==> src/rtl/riviera_hazard_scoreboard_pkg.sv <==
// riviera_hazard_scoreboard_pkg: shared widths and slot type for the RAW-hazard scoreboard
package riviera_hazard_scoreboard_pkg;
  localparam int NUM_REGS = 32;
  localparam int ADDR_W = $clog2(NUM_REGS);
  localparam int SB_DEPTH = 3;
  localparam int SB_SEL_W = $clog2(SB_DEPTH + 1);
  typedef struct packed {
    logic valid;
    logic [ADDR_W-1:0] rd;
    logic is_load;
  } sb_slot_t;
endpackage

==> src/rtl/riviera_hazard_scoreboard_if.sv <==
// riviera_hazard_scoreboard_if: ID-side issue/source bus and scoreboard stall/forward results
interface riviera_hazard_scoreboard_if
  import riviera_hazard_scoreboard_pkg::*;
#(
  parameter int NUM_SRC = 2,
  parameter int SEL_W = SB_SEL_W
);
  logic issue_valid;
  logic issue_wr_en;
  logic [ADDR_W-1:0] issue_rd;
  logic issue_is_load;
  logic [NUM_SRC*ADDR_W-1:0] src_addr;
  logic [NUM_SRC-1:0] src_used;
  logic advance;
  logic flush;
  logic stall;
  logic [NUM_SRC*SEL_W-1:0] fwd_sel;
  logic [NUM_REGS-1:0] pending;
  logic [2:0] inflight_cnt;
  modport master (
    output issue_valid, issue_wr_en, issue_rd, issue_is_load, src_addr, src_used, advance, flush,
    input stall, fwd_sel, pending, inflight_cnt
  );
  modport slave (
    input issue_valid, issue_wr_en, issue_rd, issue_is_load, src_addr, src_used, advance, flush,
    output stall, fwd_sel, pending, inflight_cnt
  );
endinterface

==> src/rtl/riviera_hazard_scoreboard_sb_match.sv <==
// riviera_hazard_scoreboard_sb_match: youngest-slot match of one source register against the slots
module riviera_hazard_scoreboard_sb_match
  import riviera_hazard_scoreboard_pkg::*;
#(
  parameter int DEPTH = SB_DEPTH,
  parameter int SEL_W = $clog2(DEPTH + 1)
) (
  input  sb_slot_t [DEPTH-1:0] slots,
  input  logic [ADDR_W-1:0]    src,
  input  logic                 used,
  output logic                 hit,
  output logic [SEL_W-1:0]     idx,
  output logic                 is_load
);
  always_comb begin
    hit = 1'b0;
    idx = '0;
    is_load = 1'b0;
    for (int k = DEPTH - 1; k >= 0; k--)
      if (used && src != '0 && slots[k].valid && slots[k].rd == src) begin
        hit = 1'b1;
        idx = SEL_W'(k);
        is_load = slots[k].is_load;
      end
  end
endmodule

==> src/rtl/riviera_hazard_scoreboard.sv <==
// riviera_hazard_scoreboard: in-flight rd tracking, ID stall and EX forward select for the riviera pipeline
module riviera_hazard_scoreboard
  import riviera_hazard_scoreboard_pkg::*;
#(
  parameter int DEPTH = SB_DEPTH,
  parameter int NUM_SRC = 2,
  parameter bit FWD_EN = 1'b1,
  parameter int SEL_W = $clog2(DEPTH + 1)
) (
  input logic clk,
  input logic rst_n,
  riviera_hazard_scoreboard_if.slave sb
);
  sb_slot_t [DEPTH-1:0] slots;
  sb_slot_t ins;
  logic [NUM_SRC-1:0] hit, ld, haz;
  logic [NUM_SRC-1:0][SEL_W-1:0] idx, sel;
  logic [NUM_REGS-1:0] pend;
  logic [2:0] cnt;
  for (genvar s = 0; s < NUM_SRC; s++) begin : g_src
    riviera_hazard_scoreboard_sb_match #(.DEPTH(DEPTH), .SEL_W(SEL_W)) u_match (
      .slots(slots),
      .src(sb.src_addr[s*ADDR_W +: ADDR_W]),
      .used(sb.src_used[s]),
      .hit(hit[s]),
      .idx(idx[s]),
      .is_load(ld[s])
    );
  end
  always_comb begin
    sel = '0;
    haz = '0;
    for (int s = 0; s < NUM_SRC; s++) begin
      sel[s] = (FWD_EN && hit[s]) ? idx[s] + SEL_W'(1) : '0;
      haz[s] = FWD_EN ? hit[s] && ld[s] && idx[s] == '0 : hit[s];
    end
  end
  assign sb.stall = sb.issue_valid && !sb.flush && |haz;
  assign sb.fwd_sel = sel;
  assign ins.valid = sb.issue_valid && !sb.stall && !sb.flush && sb.issue_wr_en && sb.issue_rd != '0;
  assign ins.rd = sb.issue_rd;
  assign ins.is_load = sb.issue_is_load;
  always_ff @(posedge clk or negedge rst_n)
    if (!rst_n) slots <= '0;
    else if (sb.advance) begin
      for (int k = DEPTH - 1; k > 0; k--) slots[k] <= slots[k-1];
      slots[0] <= ins;
    end
  always_comb begin
    pend = '0;
    cnt = '0;
    for (int k = 0; k < DEPTH; k++) begin
      if (slots[k].valid) pend[slots[k].rd] = 1'b1;
      cnt = cnt + 3'(slots[k].valid);
    end
  end
  assign sb.pending = pend;
  assign sb.inflight_cnt = cnt;
endmodule
==> src/flat_wrapper.sv <==
// flat-port wrapper written by rule: the top's interface ports become plain ports
module riviera_hazard_scoreboard_flat import riviera_hazard_scoreboard_pkg::*;
#(
  parameter int DEPTH = SB_DEPTH,
  parameter int NUM_SRC = 2,
  parameter bit FWD_EN = 1'b1,
  parameter int SEL_W = $clog2(DEPTH + 1)
)
  (clk, rst_n, sb_issue_valid, sb_issue_wr_en, sb_issue_rd, sb_issue_is_load, sb_src_addr, sb_src_used, sb_advance, sb_flush, sb_stall, sb_fwd_sel, sb_pending, sb_inflight_cnt);
  riviera_hazard_scoreboard_if #(.NUM_SRC(NUM_SRC), .SEL_W(SEL_W)) sb_i ();
  input logic clk;
  input logic rst_n;
  input wire logic [$bits(sb_i.issue_valid)-1:0] sb_issue_valid;
  input wire logic [$bits(sb_i.issue_wr_en)-1:0] sb_issue_wr_en;
  input wire logic [$bits(sb_i.issue_rd)-1:0] sb_issue_rd;
  input wire logic [$bits(sb_i.issue_is_load)-1:0] sb_issue_is_load;
  input wire logic [$bits(sb_i.src_addr)-1:0] sb_src_addr;
  input wire logic [$bits(sb_i.src_used)-1:0] sb_src_used;
  input wire logic [$bits(sb_i.advance)-1:0] sb_advance;
  input wire logic [$bits(sb_i.flush)-1:0] sb_flush;
  output wire logic [$bits(sb_i.stall)-1:0] sb_stall;
  output wire logic [$bits(sb_i.fwd_sel)-1:0] sb_fwd_sel;
  output wire logic [$bits(sb_i.pending)-1:0] sb_pending;
  output wire logic [$bits(sb_i.inflight_cnt)-1:0] sb_inflight_cnt;
  assign sb_i.issue_valid = sb_issue_valid;
  assign sb_i.issue_wr_en = sb_issue_wr_en;
  assign sb_i.issue_rd = sb_issue_rd;
  assign sb_i.issue_is_load = sb_issue_is_load;
  assign sb_i.src_addr = sb_src_addr;
  assign sb_i.src_used = sb_src_used;
  assign sb_i.advance = sb_advance;
  assign sb_i.flush = sb_flush;
  assign sb_stall = sb_i.stall;
  assign sb_fwd_sel = sb_i.fwd_sel;
  assign sb_pending = sb_i.pending;
  assign sb_inflight_cnt = sb_i.inflight_cnt;
  riviera_hazard_scoreboard #(.DEPTH(DEPTH), .NUM_SRC(NUM_SRC), .FWD_EN(FWD_EN), .SEL_W(SEL_W)) u_core (.clk(clk), .rst_n(rst_n), .sb(sb_i));
endmodule
==> config.mk <==
export PLATFORM = sky130hd
export DESIGN_NAME = riviera_hazard_scoreboard_flat
export DESIGN_NICKNAME = d
export VERILOG_FILES = /design/src/rtl/riviera_hazard_scoreboard_pkg.sv /design/src/rtl/riviera_hazard_scoreboard_if.sv /design/src/rtl/riviera_hazard_scoreboard_sb_match.sv /design/src/rtl/riviera_hazard_scoreboard.sv /design/src/flat_wrapper.sv
export SDC_FILE = /design/constraint.sdc
export NUM_CORES = 1
export LEC_CHECK = 0
export BUFFER_PORTS_ARGS = -buffer_cell sky130_fd_sc_hd__buf_2
export CORE_ASPECT_RATIO = 1.25
export CORE_MARGIN = 1.5
export CORE_UTILIZATION = 58
export CTS_CLUSTER_DIAMETER = 80
export DETAILED_ROUTE_END_ITERATION = 8
export HOLD_SLACK_MARGIN = 0.08
export PLACE_DENSITY_LB_ADDON = 0.12
export SETUP_SLACK_MARGIN = 0.3
export SYNTH_ARGS = -nofsm -noshare
export SYNTH_HDL_FRONTEND = slang
export SYNTH_HIERARCHICAL = 1
export SYNTH_SLANG_ARGS = --single-unit
==> constraint.sdc <==
create_clock -name clk -period 3.81 [get_ports clk]
set_input_delay 0.5715 -clock clk [delete_from_list [all_inputs] [get_ports clk]]
set_output_delay 0.5715 -clock clk [all_outputs]
set_load 0.02 [all_outputs]
== Word level (Yosys, flattened, before mapping) ==
Cells that the tools add are included.
Storage, ports and cells
  bits in registers: 21
  bits of input ports: 24
Operators by class
  $add $sub $neg: 4
  magnitude comparators: 6
  equality and inequality tests: 6
  muxes and demuxes: 29
  bitwise logic cells: 2
  reduce and logical (&&, ||, !) cells: 35
Operators with widths (number)
  32-bit 2-to-1 mux: 3
  32-bit OR: 2
  5-bit == test: 6
  1-bit logical AND: 27
  5-bit by 6-bit less-than comparator with 1-bit output, second input constant: 3
  2-bit 2-to-1 mux: 8
  1-bit demux with 5-bit select: 3
  5-bit by 1-bit greater-or-equal comparator with 1-bit output, second input constant: 3
  1-bit 2-to-1 mux: 15
  5-bit nonzero test: 3
  2-bit by 1-bit adder with 2-bit output, second input constant: 2
  2-bit zero test: 2
  3-bit by 1-bit adder with 3-bit output: 1
  1-bit by 1-bit adder with 2-bit output: 1
  1-bit zero test: 2
  2-bit OR reduction: 1

== Logic depth before layout (Yosys ltp) ==
Gate-level depths: netlist of run 1.
  depth after elaboration: 16
  gate-level depth with buffers: 9
  gate-level depth less buffers: 9

== Modules after synthesis ==
Netlist of run 1, hierarchy kept.
By module, submodules not included
  riviera_hazard_scoreboard: times used 1, cells each 211, area each 1784.2 µm², sequential area each 525.5 µm²
  riviera_hazard_scoreboard_sb_match: times used 2, cells each 34, area each 276.5 µm², sequential area each 0.0 µm²

== Least setup slack after synthesis of run 1 ==
OpenSTA, ideal clock, no wires.
  kind: input-to-output
  start point: input port sb_src_addr[1]
  end point: output port sb_stall
  data arrival time: 2.403 ns
  setup slack: 0.835 ns
  stages on the path: 8
  buffers on the path: 0
  cells stage by stage: or4_4 > o21ai_2 > nand4b_2 > nor3b_2 > o31a_1 > and3_1 > a31oi_1 > nor3b_1
Between the ends
  longest elaborated chain between the ends: 11
RTL lines
  start: declaration: line flat_wrapper.sv:17  | input wire logic [$bits(sb_i.src_addr)-1:0] sb_src_addr;
  5-bit nonzero test: line riviera_hazard_scoreboard_sb_match.sv:20  | if (used && src != '0 && slots[k].valid && slots[k].rd == src) begin
  1-bit logical AND (3 in series): line riviera_hazard_scoreboard_sb_match.sv:20
  1-bit 2-to-1 mux (2 in series): line riviera_hazard_scoreboard_sb_match.sv:20
  1-bit 2-to-1 mux (*): line riviera_hazard_scoreboard_sb_match.sv:20
  named net u_core.ld[0]: line riviera_hazard_scoreboard.sv:16  | logic [NUM_SRC-1:0] hit, ld, haz;
  1-bit logical AND (*) (2 in series): line riviera_hazard_scoreboard.sv:35  | haz[s] = FWD_EN ? hit[s] && ld[s] && idx[s] == '0 : hit[s];
  2-bit OR reduction (*): line riviera_hazard_scoreboard.sv:38  | assign sb.stall = sb.issue_valid && !sb.flush && |haz;
  1-bit logical AND (*): line riviera_hazard_scoreboard.sv:38
  end: declaration: line flat_wrapper.sv:21  | output wire logic [$bits(sb_i.stall)-1:0] sb_stall;
The timed path passes the listed nets; every way through them passes the cells marked *.

==> results of run 1 <==
==> power by group through the flow <==
stage / clock, mW / combinational (mW) / sequential [mW]
2_1_floorplan: 0 / 0.196 / 0.303
3_3_place_gp: 0 / 0.227 / 0.339
3_5_place_dp: 0 / 0.232 / 0.342
4_1_cts: 0.154 / 0.233 / 0.337
5_1_grt: 0.160 / 0.260 / 0.348
6_report: 0.149 / 0.241 / 0.339
==> per-stage QoR <==
stage / worst slack, ps / std cells
finish: 525 / 383
global route: 337 / 383
CTS: 473 / 383
detailed placement: 536 / 379
global placement: 591 / 379
floorplan: 835 / 279
==> synthesized netlist by cell type (all sizes together) (6+ instances only) <==
cell,n
xnor2,14
nor3b,17
mux2,20
dfrtp,21
and3b,15
and3,7
buf,7
nor3,6
nand2,62
clkbuf,10
a22oi,30
xor2,16
inv,13
==> per-layer routing <==
metal  part of all wire [%]  global-route usage [%]
met3                    7.5                    2.09
met4                    1.3                    13.8
met1                     41                    38.0
met5                      0                       0
met2                     51                    49.5
==> cell type report <==
class                           count  area share (%)
Clock buffer                        3            1.53
Clock inverter                      1           0.186
Inverter                           13            1.81
Multi-Input combinational cell    228            62.7
Sequential cell                    21            19.5
Tap cell                           54            2.51
Timing Repair Buffer               63            11.7
==> cell families after synthesis <==
group / Yosys count / synth area share (%)
compound gates: 39 / 12.8
xor+xnor: 30 / 11.2
fa+ha+maj: 6 / 3.53
buf+inv: 30 / 5.78
simple gates: 133 / 34.5
flops: 21 / 22.5
mux: 20 / 9.64
==> worst register-to-register path: cells and delay by family, from the launching register on <==
family	cells	cell delay, ps
compound gates	2	430
xor+xnor	1	230
fa+ha+maj	1	180
buf+inv	1	70
flops	1	540
simple gates	4	930
==> what timing repair did <==
| action | 4_1_cts | 5_1_grt |
|---|---|---|
| endpoints found under the setup margin | 0 | 1 |
| resized for setup | 0 | 2 |
| hold buffers | 0 | 0 |
==> worst min-delay path by stage <==
stage	startpoint	to	slack, ps	cells past startpoint
2_1_floorplan	rst_n	u_core/slots[0]$_DFFE_PN0P_	280	0
3_3_place_gp	u_core/slots[14]$_DFFE_PN0P_	u_core/slots[14]$_DFFE_PN0P_	530	1
3_5_place_dp	u_core/slots[14]$_DFFE_PN0P_	u_core/slots[14]$_DFFE_PN0P_	530	1
4_1_cts	rst_n	u_core/slots[0]$_DFFE_PN0P_	270	1
5_1_grt	rst_n	u_core/slots[17]$_DFFE_PN0P_	290	1
6_report	rst_n	u_core/slots[0]$_DFFE_PN0P_	250	1
==> layout by cell type (no fill, tap or decap), drive strengths merged, types with 3 or more instances in the layout <==
cell type and instances:
buf 63, nand2 62, a22oi 30, dfrtp 21, mux2 20, nor3b 17, xor2 16, and3b 15
xnor2 14, inv 13, and3 7, nor3 6, nor2 5, ha 5, nand4b 5, nor4 4
clkbuf 3
==> out/qor.yml, run 1 <==
route:
  firstDrtPassIters: 6
  drt-wirelength-per-cell_um: 16.3
  drc_errors: 0
  via_per_inst: 6.02
  wl_mm: 6.23
  route.antenna.remaining_nets: 0
  dr_total_vias: 2307
  drtIter0Drc: 216
layout:
  drive_gt1_share_pct: 31.6
  areaGrowthSynthToFinish_pct: 15.2
  regArea_um2: 526
  final_cell_area_mm2: 0.00269
  fillers: 352
  largest-register: "u_core/slots"
  final_util_pct: 70.6
  final_nets: 360
  antenna_cells: 0
  largest_reg_flops: 21
  multi_input_area_mm2: 0.00169
  biggestRegsByFlops: "u_core/slots x21"
yosys:
  synth_edf_count: 0
  yosysTopAreaCellShare_pct: 22.5
  ys.warnings.count: 6
  synth_area_mm2: 0.00234
  syn-num-nets: 309
  synth_area_per_cell_um2: 8.38
  ys_seq_area_share_pct: 22.5
  synth_cell_types: 37
  synth_ff_type: "dfrtp_1"
  synth_area_leaders: "dfrtp_1 (22%), nand2_1 (10%), a22oi_1 (9.6%)"
  synth_top_cell_by_area: "dfrtp_1"
  ys_seq_elements: 21
  async_reset_ff_share_pct: 100
  synthCells: 279
setup_path:
  path_class: "reg2out"
  worstSetupEndpointType: "primary output"
  critical-path-slowest-cell: "dfrtp_1"
  startpoint: "u_core/slots[12]$_DFFE_PN0P_"
  regToRegSetupSlack_ps: 1370
  crit_fanout: 12
  worstRegToRegCells: 9
  worst-path-buf-inv: 2
  cp_top_family: "simple AND/OR/NAND/NOR gates"
  cpPeakStageDelay_ps: 540
  crit_path_end: "sb_stall"
  crit_path_start_kind: "register"
  path_depth: 10
  cp_cell_sequence: "xor2_1, nor4_2, nand4b_2, nor2_1, inv_1, ha_1, and3_1, a31oi_1, nor3b_1, buf_2"
  timing.rr.end: "u_core/slots[6]$_DFFE_PN0P_"
  worstPathArrival_ps: 2710
  cp.required_ps: 3240
  reg2reg_from: "u_core/slots[12]$_DFFE_PN0P_"
clock_network:
  numCtsBuffers: 3
  root_buffer: "clkbuf_8"
  clock_latency_ps: 260
  cts_setup_buffers: 0
  htree_num_levels: 1
  clk_pin_slew_ps: 80
  cts_tree: "done"
  cts_buffer_depth: 2
  clock-sinks: 21
timing:
  drv_slew: 0
  period_needed_ps: 3280
  timing.fmax_mhz: 304
  tightest_slew_ps: 637
  finalHoldViolCount: 0
  setup_viol: 0
  holdWs_ps: 252
  slew_headroom_pct: 57.3
  timing.final.crit_share_pct: 86.2
  setup_tns_ps: 0
  rsz0062_at_grt: "false"
  finalClockSkew_ps: 0.848
grt:
  grtUsageTotal_pct: 29.4
  grt_remaining_overflow: 0
  grt_start_max_net_pins: 23
  antenna_found_initial: 0
  grt_pass1_vias: 2068
  grt_pass1_wl_mm: 9.95
job:
  cap_violations: 0
power_and_ir_drop:
  power.total_uw: 729
  switching_share_pct: 40.0
  powerDensity_mw_per_mm2: 271
  power_switching_uw: 292
  leakage_nw: 1.48
  p_clk_share_pct: 20.4
  peakVddDrop_mv: 0.227
  comb_power_share_pct: 33.1
  power_frac_seq_pct: 46.6
  intPower_uw: 437
floorplan:
  rows: 25
  start_util_pct: 61.2
  coreArea_mm2: 0.00382
  die_w_um: 59.8
  die_h_um: 74.0
  dieArea_mm2: 0.00442
  pin_count: 64
placed_design:
  post_dp_cell_area_mm2: 0.00263
  dp_hpwl_mm: 4.52
  port_buffers: 63
  gp_congestion: 0.875
hold_path:
  hold_path_class: "in2async"
status:
  status: "complete, no violations"
Power figures use the tool's default switching activity.
==> inputs of run 2 (changes only) <==
--- a/config.mk
+++ b/config.mk
@@ -5,10 +5,11 @@
 export SDC_FILE = /design/constraint.sdc
 export NUM_CORES = 1
 export LEC_CHECK = 0
+export ABC_AREA = 1
 export BUFFER_PORTS_ARGS = -buffer_cell sky130_fd_sc_hd__buf_2
 export CORE_ASPECT_RATIO = 1.25
 export CORE_MARGIN = 1.5
-export CORE_UTILIZATION = 58
+export CORE_UTILIZATION = 59
 export CTS_CLUSTER_DIAMETER = 80
 export DETAILED_ROUTE_END_ITERATION = 8
 export HOLD_SLACK_MARGIN = 0.08
==> run 2 against run 1 <==
Via count is 40% higher. Die area is 8.6% higher. Clock skew is 4.8 ps higher. Setup slack better by 350 ps. Flip-flop and latch count stayed put. Maximum frequency is 12% higher. Critical endpoint unchanged. Highest routed layer unchanged.
==> out/qor.yml, run 2 <==
status:
  status: "complete, no violations"
power_and_ir_drop:
  power_frac_seq_pct: 46.3  # -0.3 points
  powerDensity_mw_per_mm2: 229  # -16%
  peakVddDrop_mv: 0.212  # -6.6%
  power_switching_uw: 296  # +1.4%
  p_clk_share_pct: 20.7  # +0.3 points
  switching_share_pct: 43.0  # +3.0 points
  intPower_uw: 391  # -11%
  leakage_nw: 1.73  # +17%
  comb_power_share_pct: 32.9  # -0.2 points
yosys:
  synth_area_leaders: "nand2_1 (35%), dfrtp_1 (20%), inv_1 (9.0%)"
  ys_seq_area_share_pct: 20.3  # -2.2 points
  syn-num-nets: 517  # +67%
  synthTopCellsByCount: "nand2_1 (239), inv_1 (62), nand3_1 (42)"
  synthCells: 487  # +75%
  synth.most_common_cell: "nand2_1"
  ys_seq_elements: 21  # unchanged
  synth_top_cell_by_area: "nand2_1"
  ys.warnings.count: 6  # unchanged
  synth_edf_count: 0  # unchanged
  synth_cell_types: 21  # -43%
  async_reset_ff_share_pct: 100  # unchanged
  yosysTopAreaCellShare_pct: 34.6  # +12 points
  synth_area_mm2: 0.00259  # +11%
  synth_area_per_cell_um2: 5.32  # -36%
  synth_ff_type: "dfrtp_1"
timing:
  rsz0062_at_grt: "false"
  finalHoldViolCount: 0  # unchanged
  period_needed_ps: 2940  # -347 ps
  tightest_slew_ps: 576  # -61.8 ps
  timing.final.crit_share_pct: 77.1  # -9.1 points
  timing.fmax_mhz: 340  # +12%
  drv_slew: 0  # unchanged
  holdWs_ps: 258  # +5.31 ps
  slew_headroom_pct: 61.4  # +4.1 points
  setup_viol: 0  # unchanged
  setup_tns_ps: 0  # unchanged
  finalClockSkew_ps: 5.70  # +4.85 ps
  worst_slack_ps: 873  # +347 ps
clock_network:
  root_buffer: "clkbuf_8"
  cts_setup_buffers: 0  # unchanged
  cts_tree: "done"
  clk_pin_slew_ps: 80  # about the same
  numCtsBuffers: 3  # unchanged
  htree_num_levels: 1  # unchanged
  cts_hold_buf: 0  # unchanged
  clock-sinks: 21  # unchanged
  clock_latency_ps: 260  # about the same
  postCtsResizedCells: 0  # unchanged
  cts_buffer_depth: 2  # unchanged
setup_path:
  worstPathArrival_ps: 2370  # -340 ps
  timing.rr.end: "u_core/slots[6]$_DFFE_PN0P_"
  crit_fanout: 10  # -2
  startpoint: "u_core/slots[4]$_DFFE_PN0P_"
  worstSetupEndpointType: "primary output"
  reg2reg_from: "u_core/slots[4]$_DFFE_PN0P_"
  worstRegToRegCells: 16  # +7
  path_class: "reg2out"
  cp.required_ps: 3240  # about the same
  regToRegSetupSlack_ps: 1690  # +320 ps
  crit_path_start_kind: "register"
grt:
  grt_pass1_vias: 2987  # +44%
  antenna_found_initial: 0  # unchanged
  grt_pass1_wl_mm: 13.1  # +32%
  grt_start_max_net_pins: 36  # +57%
  grtUsageTotal_pct: 33.4  # +4.0 points
  grt_remaining_overflow: 0  # unchanged
hold_path:
  hold_path_class: "in2async"
route:
  route.antenna.remaining_nets: 0  # unchanged
  wl_met2_mm: 4.04  # +28%
  drc_errors: 0  # unchanged
  via_per_inst: 5.34  # -11%
  met1Wirelength_mm: 2.98  # +18%
  met3_length_um: 700  # +50%
  top_layer: "met4"
  drt-wirelength-per-cell_um: 13.1  # -19%
  firstDrtPassIters: 5  # -1
  drtIter0Drc: 308  # +43%
  wl_mm: 7.94  # +27%
  dr_total_vias: 3237  # +40%
placed_design:
  placedCellCount: 602  # +59%
  post_dp_cell_area_mm2: 0.00296  # +12%
  gp_congestion: 0.962  # +9.8%
  port_buffers: 63  # unchanged
  dp_hpwl_mm: 5.94  # +31%
  dp_slack_ps: 1130  # +597 ps
floorplan:
  rows: 26  # +4.0%
  die_h_um: 77.1  # +4.2%
  dieArea_mm2: 0.00480  # +8.6%
  die_w_um: 62.3  # +4.2%
  coreArea_mm2: 0.00416  # +9.1%
  start_util_pct: 62.3  # +1.0 points
  pin_count: 64  # unchanged
layout:
  final_common_cell: "nand2_1"
  multi_input_area_mm2: 0.00178  # +5.3%
  final_cell_area_mm2: 0.00301  # +12%
  antenna_cells: 0  # unchanged
  fillers: 435  # +24%
  final_nets: 581  # +61%
  largest_reg_flops: 21  # unchanged
  drive_gt1_share_pct: 20.4  # -11 points
  areaGrowthSynthToFinish_pct: 15.9
  layout_common_cells: "nand2_1 (239), buf_2 (63), inv_1 (62), nand3_1 (42), nor2_1 (40)"
  largest-register: "u_core/slots"
  biggestRegsByFlops: "u_core/slots x21"
  regArea_um2: 526  # unchanged
  stdcell_count: 606  # +58%
job:
  cap_violations: 0  # unchanged
run 2: cell families (layout without fill, tap and decap cells):
logic type / after synthesis / in the layout / synth area share [%]
fa+ha+maj: 6 / 6 / 3.19
flops: 21 / 21 / 20.3
simple gates: 367 / 367 / 61.9
compound gates: 17 / 17 / 3.47
buf+inv: 76 / 139 / 11.1
run 2: cell type report:
cell class,instances,area share (%)
repair buffers,63,10.5
flip-flops and latches,21,17.5
multi-input cells,390,59.2
inverters,72,8.99
well taps,56,2.33
clock inverters,1,0.167
clock buffers,3,1.37
run 2: stage by stage:
stage               power (mW)  utilization, %
floorplan                0.455               -
finish                   0.687            72.2
global route             0.731            72.2
detailed placement       0.542            71.1
global placement         0.534            71.1
CTS                      0.684            72.2
run 2: worst max-delay path: stages, from the launching register on:
cell	delay, ps
dfrtp_1	630
inv_1	90
nand2_1	80
nand2_1	60
nor2_2	90
nand3_2	90
nor2_2	150
inv_1	100
nand2_1	80
nor3_2	40
inv_1	60
ha_1	130
nand3_1	100
nand2_1	110
inv_1	70
nor2_1	70
buf_2	160
run 2: how the worst max path moves through the flow:
stage          slack (ps)       end  depth (start not counted)
4_1_cts               880  sb_stall                         16
6_report              870  sb_stall                         16
2_1_floorplan        1460  sb_stall                         15
3_5_place_dp         1130  sb_stall                         17
5_1_grt               640  sb_stall                         16
3_3_place_gp         1190  sb_stall                         17
run 2: power groups by stage:
stage | clock network, mW | logic, mW | registers (mW)
3_5_place_dp | 0 | 0.222 | 0.320
6_report | 0.143 | 0.226 | 0.318
5_1_grt | 0.154 | 0.257 | 0.320
4_1_cts | 0.146 | 0.223 | 0.315
2_1_floorplan | 0 | 0.164 | 0.292
3_3_place_gp | 0 | 0.215 | 0.319
run 2: routing by layer:
metal / vias up / track usage (%)
li1: 1607 / -
met1: 1441 / 41.3
met2: 168 / 59.3
met3: 21 / 2.49
met4: 0 / 14.9
met5: - / 0
==> inputs of run 3 (changes only) <==
--- a/config.mk
+++ b/config.mk
@@ -5,11 +5,11 @@
 export SDC_FILE = /design/constraint.sdc
 export NUM_CORES = 1
 export LEC_CHECK = 0
-export ABC_AREA = 1
+export ABC_AREA = 0
 export BUFFER_PORTS_ARGS = -buffer_cell sky130_fd_sc_hd__buf_2
 export CORE_ASPECT_RATIO = 1.25
 export CORE_MARGIN = 1.5
-export CORE_UTILIZATION = 59
+export CORE_UTILIZATION = 48
 export CTS_CLUSTER_DIAMETER = 80
 export DETAILED_ROUTE_END_ITERATION = 8
 export HOLD_SLACK_MARGIN = 0.08
==> constraint.sdc (replaced) <==
create_clock -name clk -period 2.4 [get_ports clk]
set_input_delay 0.36 -clock clk [delete_from_list [all_inputs] [get_ports clk]]
set_output_delay 0.36 -clock clk [all_outputs]
set_load 0.02 [all_outputs]
==> run 3 against run 2 <==
The flow now finishes with violations (setup timing). Register-to-register slack got worse by 1500 ps. Routed wire length is 8.4% lower. Sequential power up 46%. Final cell count fell by 28%. Global-route usage is 6.8 points lower. Via count is 21% lower. Clock power rose by 66%. Largest cell class unchanged. Setup slack got worse by 1300 ps. Non-clock buffer count grew 46. Clock skew fell by 2.0 ps. Critical path depth fell by 5.
==> out/qor.yml, run 3 (synthesis results as in run 1) <==
layout:
  stdcell_count: 435  # -28%
  drive_gt1_share_pct: 54.1  # +34 points
  final_common_cell: "nand2_1"
  areaGrowthSynthToFinish_pct: 50.3
  biggestRegsByFlops: "u_core/slots x21"
  layout_common_cells: "nand2_1 (61), buf_2 (49), buf_4 (40), a22oi_1 (22), mux2_2 (20)"
  final_nets: 406  # -30%
  antenna_cells: 0  # unchanged
  largest-register: "u_core/slots"
  largest_reg_flops: 21  # unchanged
  final_cell_area_mm2: 0.00351  # +17%
timing:
  period_needed_ps: 2860
  setup_viol: 4  # +4
  worst_slack_ps: -457  # -1330 ps
  rsz0062_at_grt: "true"
  slew_headroom_pct: 66.5  # +5.1 points
  finalClockSkew_ps: 3.73  # -1.96 ps
  timing.final.crit_share_pct: 119
  tightest_slew_ps: 502  # -73.5 ps
  drv_slew: 0  # unchanged
  setup_tns_ps: -849  # -849 ps
  finalHoldViolCount: 0  # unchanged
  timing.fmax_mhz: 350
placed_design:
  dp_slack_ps: -368  # -1500 ps
  placedCellCount: 413  # -31%
  dp_hpwl_mm: 5.19  # -13%
  post_dp_cell_area_mm2: 0.00290  # -2.1%
  port_buffers: 63  # unchanged
  gp_congestion: 0.863  # -10%
grt:
  antenna_found_initial: 0  # unchanged
  grt_pass1_vias: 2349  # -21%
  grt_start_max_net_pins: 23  # -36%
  grtUsageTotal_pct: 26.6  # -6.8 points
  grt_pass1_wl_mm: 11.1  # -15%
  grt_remaining_overflow: 0  # unchanged
status:
  violations: "setup timing"
  status: "finished with violations"
clock_network:
  clock-sinks: 21  # unchanged
  clk_pin_slew_ps: 70  # about the same
  numCtsBuffers: 3  # unchanged
  htree_num_levels: 1  # unchanged
  cts_tree: "done"
  cts_buffer_depth: 2  # unchanged
  clock_latency_ps: 270  # about the same
  root_buffer: "clkbuf_8"
hold_path:
  min_from: "sb_issue_is_load"
  hold_path_class: "in2reg"
job:
  cap_violations: 0  # unchanged
setup_path:
  reg2reg_from: "u_core/slots[15]$_DFFE_PN0P_"
  crit_fanout: 3  # -7
  cp.required_ps: 2040  # -1200 ps
  worstPathArrival_ps: 2500  # +130 ps
  path_class: "reg2out"
  worstSetupEndpointType: "primary output"
  crit_path_start_kind: "register"
  startpoint: "u_core/slots[15]$_DFFE_PN0P_"
power_and_ir_drop:
  power.total_mw: 1.37  # +99%
  powerDensity_mw_per_mm2: 390  # +70%
  peakVddDrop_mv: 0.353  # +67%
  leakage_nw: 1.83  # +5.9%
route:
  dr_total_vias: 2554  # -21%
  route.antenna.remaining_nets: 0  # unchanged
  firstDrtPassIters: 7  # +2
  drc_errors: 0  # unchanged
  drt-wirelength-per-cell_um: 16.7  # +28%
  via_per_inst: 5.87  # +9.9%
  drtIter0Drc: 280  # -9.1%
  wl_mm: 7.28  # -8.4%
floorplan:
  die_w_um: 65.4  # +5.0%
  start_util_pct: 49.8  # -12 points
  rows: 28  # +7.7%
  die_h_um: 81.0  # +5.1%
  pin_count: 64  # unchanged
  coreArea_mm2: 0.00469  # +13%
  dieArea_mm2: 0.00530  # +10%
-- run 3: changes by cell type in the layout (fill, tap and decap cells not counted), moves of 11 or more --
cell	delta
xor2_1	+15
nand2_1	-178
buf_4	+40
buf_6	+16
a22oi_1	+22
inv_1	-50
buf_2	-14
nor2_1	-37
mux2_2	+20
nand3_1	-42
xnor2_1	+14
nor3b_2	+11
o21ai_0	-15
nor2_2	-13
-- run 3: power breakdown --
part           internal (mW)  leakage [nW]  switching, mW  total, mW
combinational          0.301          1.55          0.366      0.667
clock                  0.116        0.0255          0.121      0.237
sequential             0.404         0.249         0.0610      0.465
-- run 3: critical path: stages (launching register included) --
cell and delay, ps:
dfrtp_1 410, xor2_1 170, nor4_2 410, nand4b_4 160, nor3b_2 200, inv_1 100
ha_4 150, and3_4 150, a31oi_1 140, buf_4 150, nor3b_2 40, buf_4 150
-- run 3: routing by layer --
layer,part of all wire (%),global-route usage [%],routed length (µm),vias up
met3,6.5,2.22,476,35
li1,-,-,-,1181
met4,3.4,12.1,250,0
met5,0,0,0,-
met2,52,48.3,3800,151
met1,38,31.7,2750,1187
-- run 3: through the flow --
step	hold WS [ps]	utilization [%]
finish	323	74.8
global placement	352	61.7
floorplan	64.4	-
global route	314	74.8
detailed placement	344	61.7
CTS	320	68.0
-- run 3: what timing repair did --
item,in CTS,in global routing
hold endpoints to repair,21,0
hold buffers,1,0
gates resized for setup,42,59
gates cloned,0,0
buffers inserted,10,7
pin swaps,18,16
endpoints found under the setup margin,20,35
-- run 3: area by class of cell --
class	count	area [µm²]
Clock buffer	3	41.3
Clock inverter	1	5.00
Fill cell	354	1180
Inverter	13	48.8
Multi-Input combinational cell	228	2030
Sequential cell	21	528
Tap cell	60	75.1
Timing Repair Buffer	109	786
-- run 3: worst paths after layout --
check | to | slack, ps | depth (start not counted)
min | u_core/slots[0]$_DFFE_PN0P_ | 320 | 2
max in group asynchronous | u_core/slots[12]$_DFFE_PN0P_ | 1460 | 2
min reg2reg | u_core/slots[0]$_DFFE_PN0P_ | 560 | 1
min in group asynchronous | u_core/slots[0]$_DFFE_PN0P_ | 580 | 2
max reg2reg | u_core/slots[6]$_DFFE_PN0P_ | 170 | 10
max | sb_stall | -460 | 11
